### src/rtl/cfs_algn_stream_ctrl.sv
`default_nettype none
// ============================================================================
//  Module   : cfs_algn_stream_ctrl
//  Purpose  : Byte-stream aligner core. Collects unaligned input packets in a
//             2xB-byte circular staging buffer and emits packets of ctrl_size
//             bytes at byte lane ctrl_offset. Illegal inputs are dropped and
//             counted. An idle timer can flush a short tail of buffered bytes.
//  Revision : 1.0 - initial release
// ============================================================================
module cfs_algn_stream_ctrl #(
  parameter  int ALGN_DATA_WIDTH = 32,
  parameter  int TIMEOUT_WIDTH   = 8,
  parameter  int CNT_WIDTH       = 8,
  localparam int C_BYTES         = ALGN_DATA_WIDTH / 8,
  localparam int C_OW            = ($clog2(C_BYTES) > 1) ? $clog2(C_BYTES) : 1,
  localparam int C_SW            = $clog2(C_BYTES) + 1
) (
  input  logic                       clk,
  input  logic                       reset_n,
  // input packet stream
  input  logic                       in_valid,
  input  logic [ALGN_DATA_WIDTH-1:0] in_data,
  input  logic [C_OW-1:0]            in_offset,
  input  logic [C_SW-1:0]            in_size,
  output logic                       in_ready,
  // aligned output stream
  output logic                       out_valid,
  output logic [ALGN_DATA_WIDTH-1:0] out_data,
  output logic [C_OW-1:0]            out_offset,
  output logic [C_SW-1:0]            out_size,
  input  logic                       out_ready,
  // configuration
  input  logic [C_OW-1:0]            ctrl_offset,
  input  logic [C_SW-1:0]            ctrl_size,
  input  logic                       ctrl_flush_en,
  input  logic [TIMEOUT_WIDTH-1:0]   ctrl_timeout,
  // status
  input  logic                       status_clr,
  output logic [CNT_WIDTH-1:0]       cnt_drop,
  output logic [C_SW:0]              buf_level
);

  // Level needs one bit more than a size to hold up to 2B bytes.
  localparam int C_LW    = C_SW + 1;
  localparam int C_DEPTH = 2 * C_BYTES;
  localparam int C_PW    = $clog2(C_DEPTH);

  // --------------------------------------------------------------------------
  // Registered state
  // --------------------------------------------------------------------------
  logic [7:0]                 r_mem [C_DEPTH];
  logic [C_PW-1:0]            r_rd_ptr;
  logic [C_PW-1:0]            r_wr_ptr;
  logic [C_LW-1:0]            r_level;
  logic [TIMEOUT_WIDTH-1:0]   r_timer;
  logic [CNT_WIDTH-1:0]       r_cnt_drop;
  logic                       r_out_valid;
  logic [ALGN_DATA_WIDTH-1:0] r_out_data;
  logic [C_OW-1:0]            r_out_offset;
  logic [C_SW-1:0]            r_out_size;

  // --------------------------------------------------------------------------
  // Combinational decode
  // --------------------------------------------------------------------------
  logic                       w_in_hs;
  logic [C_LW-1:0]            w_in_end;
  logic                       w_in_legal;
  logic [C_LW-1:0]            w_wr_cnt;
  logic [ALGN_DATA_WIDTH-1:0] w_in_shift;
  logic [C_LW-1:0]            w_cfg_end;
  logic                       w_cfg_legal;
  logic                       w_stage_free;
  logic                       w_load_full;
  logic                       w_flush_cond;
  logic                       w_load_flush;
  logic [C_LW-1:0]            w_pop_cnt;
  logic [ALGN_DATA_WIDTH-1:0] w_pop_word;
  logic [ALGN_DATA_WIDTH-1:0] w_out_word;

  // Ready comes from the registered level only: with at most B bytes held,
  // any legal input (at most B bytes) is guaranteed to fit in 2B.
  assign in_ready   = (r_level <= C_LW'(C_BYTES));
  assign w_in_hs    = in_valid & in_ready;

  // An input is legal when it carries bytes and they stay inside the word.
  assign w_in_end   = C_LW'(in_offset) + C_LW'(in_size);
  assign w_in_legal = (in_size != '0) && (w_in_end <= C_LW'(C_BYTES));
  assign w_wr_cnt   = (w_in_hs && w_in_legal) ? C_LW'(in_size) : '0;

  // Move the first valid input byte down to lane 0 so byte j is written to
  // buffer slot wr_ptr+j.
  assign w_in_shift = in_data >> {in_offset, 3'b000};

  // Same legality rule for the target packet shape.
  assign w_cfg_end   = C_LW'(ctrl_offset) + C_LW'(ctrl_size);
  assign w_cfg_legal = (ctrl_size != '0) && (w_cfg_end <= C_LW'(C_BYTES));

  // The output register may be reloaded when empty or being consumed now.
  assign w_stage_free = ~r_out_valid | out_ready;

  // Full packets take priority; a flush only drains a tail shorter than a
  // full packet once the idle timer has reached the programmed timeout.
  assign w_load_full  = w_stage_free && w_cfg_legal &&
                        (r_level >= C_LW'(ctrl_size));
  assign w_flush_cond = ctrl_flush_en && (ctrl_timeout != '0) && w_cfg_legal &&
                        (r_level != '0) && (r_level < C_LW'(ctrl_size)) &&
                        (r_timer == ctrl_timeout);
  assign w_load_flush = w_stage_free && !w_load_full && w_flush_cond;

  assign w_pop_cnt = w_load_full  ? C_LW'(ctrl_size) :
                     w_load_flush ? r_level          : '0;

  // Gather the popped bytes into lanes 0..pop_cnt-1; unused lanes stay zero.
  always_comb begin
    w_pop_word = '0;
    for (int i = 0; i < C_BYTES; i++) begin
      if (C_LW'(i) < w_pop_cnt) begin
        w_pop_word[i*8 +: 8] = r_mem[r_rd_ptr + C_PW'(i)];
      end
    end
  end

  // Place the packet at the target lane. Legal config keeps it inside the word.
  assign w_out_word = w_pop_word << {ctrl_offset, 3'b000};

  // --------------------------------------------------------------------------
  // Sequential logic
  // --------------------------------------------------------------------------

  // Staging buffer storage: write accepted bytes in ascending lane order.
  always_ff @(posedge clk) begin
    for (int j = 0; j < C_BYTES; j++) begin
      if (C_LW'(j) < w_wr_cnt) begin
        r_mem[r_wr_ptr + C_PW'(j)] <= w_in_shift[j*8 +: 8];
      end
    end
  end

  // Pointers and level; a simultaneous write and pop net out in the level.
  always_ff @(posedge clk or negedge reset_n) begin
    if (!reset_n) begin
      r_rd_ptr <= '0;
      r_wr_ptr <= '0;
      r_level  <= '0;
    end else begin
      r_wr_ptr <= r_wr_ptr + w_wr_cnt[C_PW-1:0];
      r_rd_ptr <= r_rd_ptr + w_pop_cnt[C_PW-1:0];
      r_level  <= r_level + w_wr_cnt - w_pop_cnt;
    end
  end

  // Idle timer: restarts on traffic, an empty buffer or a flush, and
  // otherwise counts up and parks at the programmed timeout.
  always_ff @(posedge clk or negedge reset_n) begin
    if (!reset_n) begin
      r_timer <= '0;
    end else if (w_in_hs || (r_level == '0) || w_load_flush) begin
      r_timer <= '0;
    end else if (r_timer < ctrl_timeout) begin
      r_timer <= r_timer + TIMEOUT_WIDTH'(1);
    end
  end

  // Drop counter: clear wins over a coincident drop; saturates at all-ones.
  always_ff @(posedge clk or negedge reset_n) begin
    if (!reset_n) begin
      r_cnt_drop <= '0;
    end else if (status_clr) begin
      r_cnt_drop <= '0;
    end else if (w_in_hs && !w_in_legal && !(&r_cnt_drop)) begin
      r_cnt_drop <= r_cnt_drop + CNT_WIDTH'(1);
    end
  end

  // Output register: reload when free, otherwise hold the stalled packet.
  always_ff @(posedge clk or negedge reset_n) begin
    if (!reset_n) begin
      r_out_valid  <= 1'b0;
      r_out_data   <= '0;
      r_out_offset <= '0;
      r_out_size   <= '0;
    end else if (w_stage_free) begin
      if (w_load_full || w_load_flush) begin
        r_out_valid  <= 1'b1;
        r_out_data   <= w_out_word;
        r_out_offset <= ctrl_offset;
        r_out_size   <= w_pop_cnt[C_SW-1:0];
      end else begin
        r_out_valid  <= 1'b0;
      end
    end
  end

  assign out_valid  = r_out_valid;
  assign out_data   = r_out_data;
  assign out_offset = r_out_offset;
  assign out_size   = r_out_size;
  assign cnt_drop   = r_cnt_drop;
  assign buf_level  = r_level;

endmodule
`default_nettype wire

### config.mk
export PLATFORM = sky130hd
export DESIGN_NAME = cfs_algn_stream_ctrl
export DESIGN_NICKNAME = d
export VERILOG_FILES = /design/src/rtl/cfs_algn_stream_ctrl.sv
export SDC_FILE = /design/constraint.sdc
export NUM_CORES = 1
export LEC_CHECK = 0
export ABC_AREA = 1
export ABC_CLOCK_PERIOD_IN_PS = 7000
export CAP_MARGIN = 0
export CORE_MARGIN = 3
export CORE_UTILIZATION = 55
export CTS_CLUSTER_DIAMETER = 200
export DETAILED_ROUTE_END_ITERATION = 10
export MAX_ROUTING_LAYER = met4
export PLACE_DENSITY_LB_ADDON = 0.3
export SLEW_MARGIN = 0
export SYNTH_ARGS = -nofsm -noshare
export SYNTH_HDL_FRONTEND = slang
export SYNTH_SLANG_ARGS = --single-unit
### constraint.sdc
create_clock -name clk -period 7 [get_ports clk]
set_input_delay 1.05 -clock clk [delete_from_list [all_inputs] [get_ports clk]]
set_output_delay 1.05 -clock clk [all_outputs]
set_load 0.03 [all_outputs]
==> flow_summary.toml <==
[run_status]
status = "completed"

[place]
dp_hpwl_um = 26500
dp_worst_setup_slack_ns = 1.50
portBuffers = 106
gp_congestion = 1.15

[timing]
final.min_clock_period_ns = 5.21
tightest_slew_ns = 1.31
slew_violations = 0
clock_skew_ns = 0.00825
fmax_mhz = 192
holdWs_ns = 0.477
setup_violations = 0
setup_slack_ns = 1.79
slew_headroom = 0.116
fin_crit_sh = 0.744
hold_viol = 0
rsz0062_at_grt = "no"
tns_ns = 0

[clock_tree]
cts_buffer_depth = 2
cts_root_buffer = "clkbuf_16"
clock_latency_ns = 0.43
numCtsBuffers = 17
clock_sinks = 128
cts_setup_buffers = 0
htree_num_levels = 4
postCtsResizedCells = 0
clk_pin_slew_ns = 0.06
hold_buffers = 0
cts_tree = "built"

[die]
die_h_um = 145
chipWidth_um = 145
core_area_um2 = 18800
ios = 107
start_util = 0.563
fp-row-count = 50
fp.dieArea_um2 = 21000

[cells_and_area]
nFillCells = 1633
drive_gt1_frac = 0.0677
final_cell_mix = "nand2_1, o21ai_0, nor2_1, inv_1, clkdlybuf4s50_1"
register_area_um2 = 3520
area_delta_synth_final_pct = 16.4
multi_input_area_um2 = 6030
antenna_cells = 0
nNetsFinal = 1701
final_common_cell = "nand2_1"

[yosys]
synth_fa_ha_area_frac = 0.0451
yosysTopAreaCellShare = 0.181
yosysWarnings = 0
synth_top_cells_by_area = "edfxtp_1, dfrtp_1, nand2_1, o21ai_0, nor2_1"
synth_edf_count = 64
avgSynthCellArea_um2 = 6.86
ys_seq_area_frac = 0.332
synth_top_cell_by_area = "edfxtp_1"
async_flop_share = 0.500
synthFlopType = "edfxtp_1"
synth.mux.area_fraction = 0.00661
syn_inst = 1545
synth_top_family_by_area = "simple AND/OR/NAND/NOR gates"
synth_nets = 1635
synth_simple_gate_area_frac = 0.289
synth_seq_cells = 128
synth_compound_area_frac = 0.220
yosys.area_share.xor_xnor = 0.00909
ys_types = 44
synthesis.area_um2 = 10600

[worst_setup_path]
crit_slowest_cell = "o21ai_4"
critPathArrivalTime_ns = 5.28
crit_type = "input pin to register"
slowest_delay_ns = 0.74
start_kind = "input pin"
critPathMaxFanout = 36
crit_chain = "clkdlybuf4s50_1 -> buf_4 -> ha_1 -> inv_1 -> fa_1 -> nand2_1 -> nand3_1 -> nand3_2 -> nor2_2 -> buf_4 -> nand2_2 -> o21ai_4 -> nand2_1 -> nand3_1"
crit_required_ns = 7.07
worst_setup_path_end_kind = "register"

[drt]
post-route-drc-count = 0
first_iter_violations = 1285
totalWireLength_um = 35600
num_vias = 11100
dr.pass1.iters = 7
drt-vias-per-instance = 5.89
antenna_left = 0
wl_per_cell_um = 18.9

[pwr]
cellPowerDensity_nw_per_um2 = 400
leakage_nw = 5.68
irDropWorstVdd_mv = 0.219

[flow_run]
cap_viol_max_count = 0

[global_route]
grt_pass1_wl_um = 55500
grtUsageTotal = 0.353
grt_remaining_overflow = 0
first_global_vias = 10200
antenna_found_initial = 0
grt_max_degree = 72

[hold_path]
hp-class = "register to register"
[registers in the layout (all words and copies together), names as in the netlist]
register and count:
r_mem 64, out_data 32, cnt_drop 8, r_timer 8
buf_level 4, out_size 3, r_rd_ptr 3, r_wr_ptr 3
out_offset 2, out_valid 1
[cell families after synthesis]
group           Yosys count
buf+inv                 244
xor+xnor                 11
fa+ha+maj                34
flops                   128
simple gates            713
mux                       7
compound gates          408
[metrics by stage]
step / instances / power [mW] / instance area, um^2 / util
2_1_floorplan: 1545 / 3.09 / 10600 / -
3_3_place_gp: 1852 / 3.88 / 11700 / 0.622
3_5_place_dp: 1852 / 3.92 / 11700 / 0.622
4_1_cts: 1884 / 4.89 / 12300 / 0.655
5_1_grt: 1884 / 5.32 / 12300 / 0.655
6_report: 1884 / 4.94 / 12300 / 0.655
[per-layer routing]
metal,wire length [um],share of wire,up-vias,track usage
li1,-,-,5336,-
met1,14200,0.40,4992,0.441
met2,16500,0.46,658,0.558
met3,3210,0.090,108,0.0644
met4,1660,0.047,0,0.159
met5,0,0,-,-
[synthesized netlist by cell type, types with 8 or more instances]
cell type	n
nand2_1	395
o21ai_0	162
nor2_1	160
inv_1	156
a21oi_1	104
nand3_1	81
dfrtp_1	64
edfxtp_1	64
o211ai_1	48
clkbuf_1	44
a31oi_1	34
o22ai_1	34
ha_1	27
nor3_1	24
or2_2	19
buf_2	18
buf_6	13
o21ai_1	9
nand2_2	8
[power breakdown]
group	internal (mW)	total [mW]	leakage (nW)	switching [mW]
Sequential	1.01	1.17	1.39	0.155
Combinational	0.935	2.81	3.99	1.88
Clock	0.600	0.960	0.303	0.359
[worst max-delay path: cells and delay by family]
family	cells	cell delay (ns)
buf+inv	4	1.00
compound gates	1	0.74
simple gates	7	1.75
fa+ha+maj	2	0.69
[worst paths after layout]
check / startpoint / end / slack [ns] / cells past startpoint
max reg2reg: buf_level[1] / r_mem[0][4] / 3.22 / 10
min: out_data[10] / out_data[10] / 0.48 / 2
max: in_offset[0] / r_mem[0][4] / 1.79 / 14
min reg2reg: out_data[10] / out_data[10] / 0.48 / 2
min in group asynchronous: reset_n / cnt_drop[5] / 0.80 / 2
max in group asynchronous: reset_n / out_data[21] / 5.67 / 2
[area by class of cell]
type | count | share of cell area
timing repair buffer | 127 | 0.0983
inverter | 164 | 0.0501
multi-input combinational | 1173 | 0.489
tap | 260 | 0.0264
sequential | 128 | 0.285
clock buffer | 17 | 0.0345
clock inverter | 15 | 0.0166
Power figures use the tool's default switching activity.
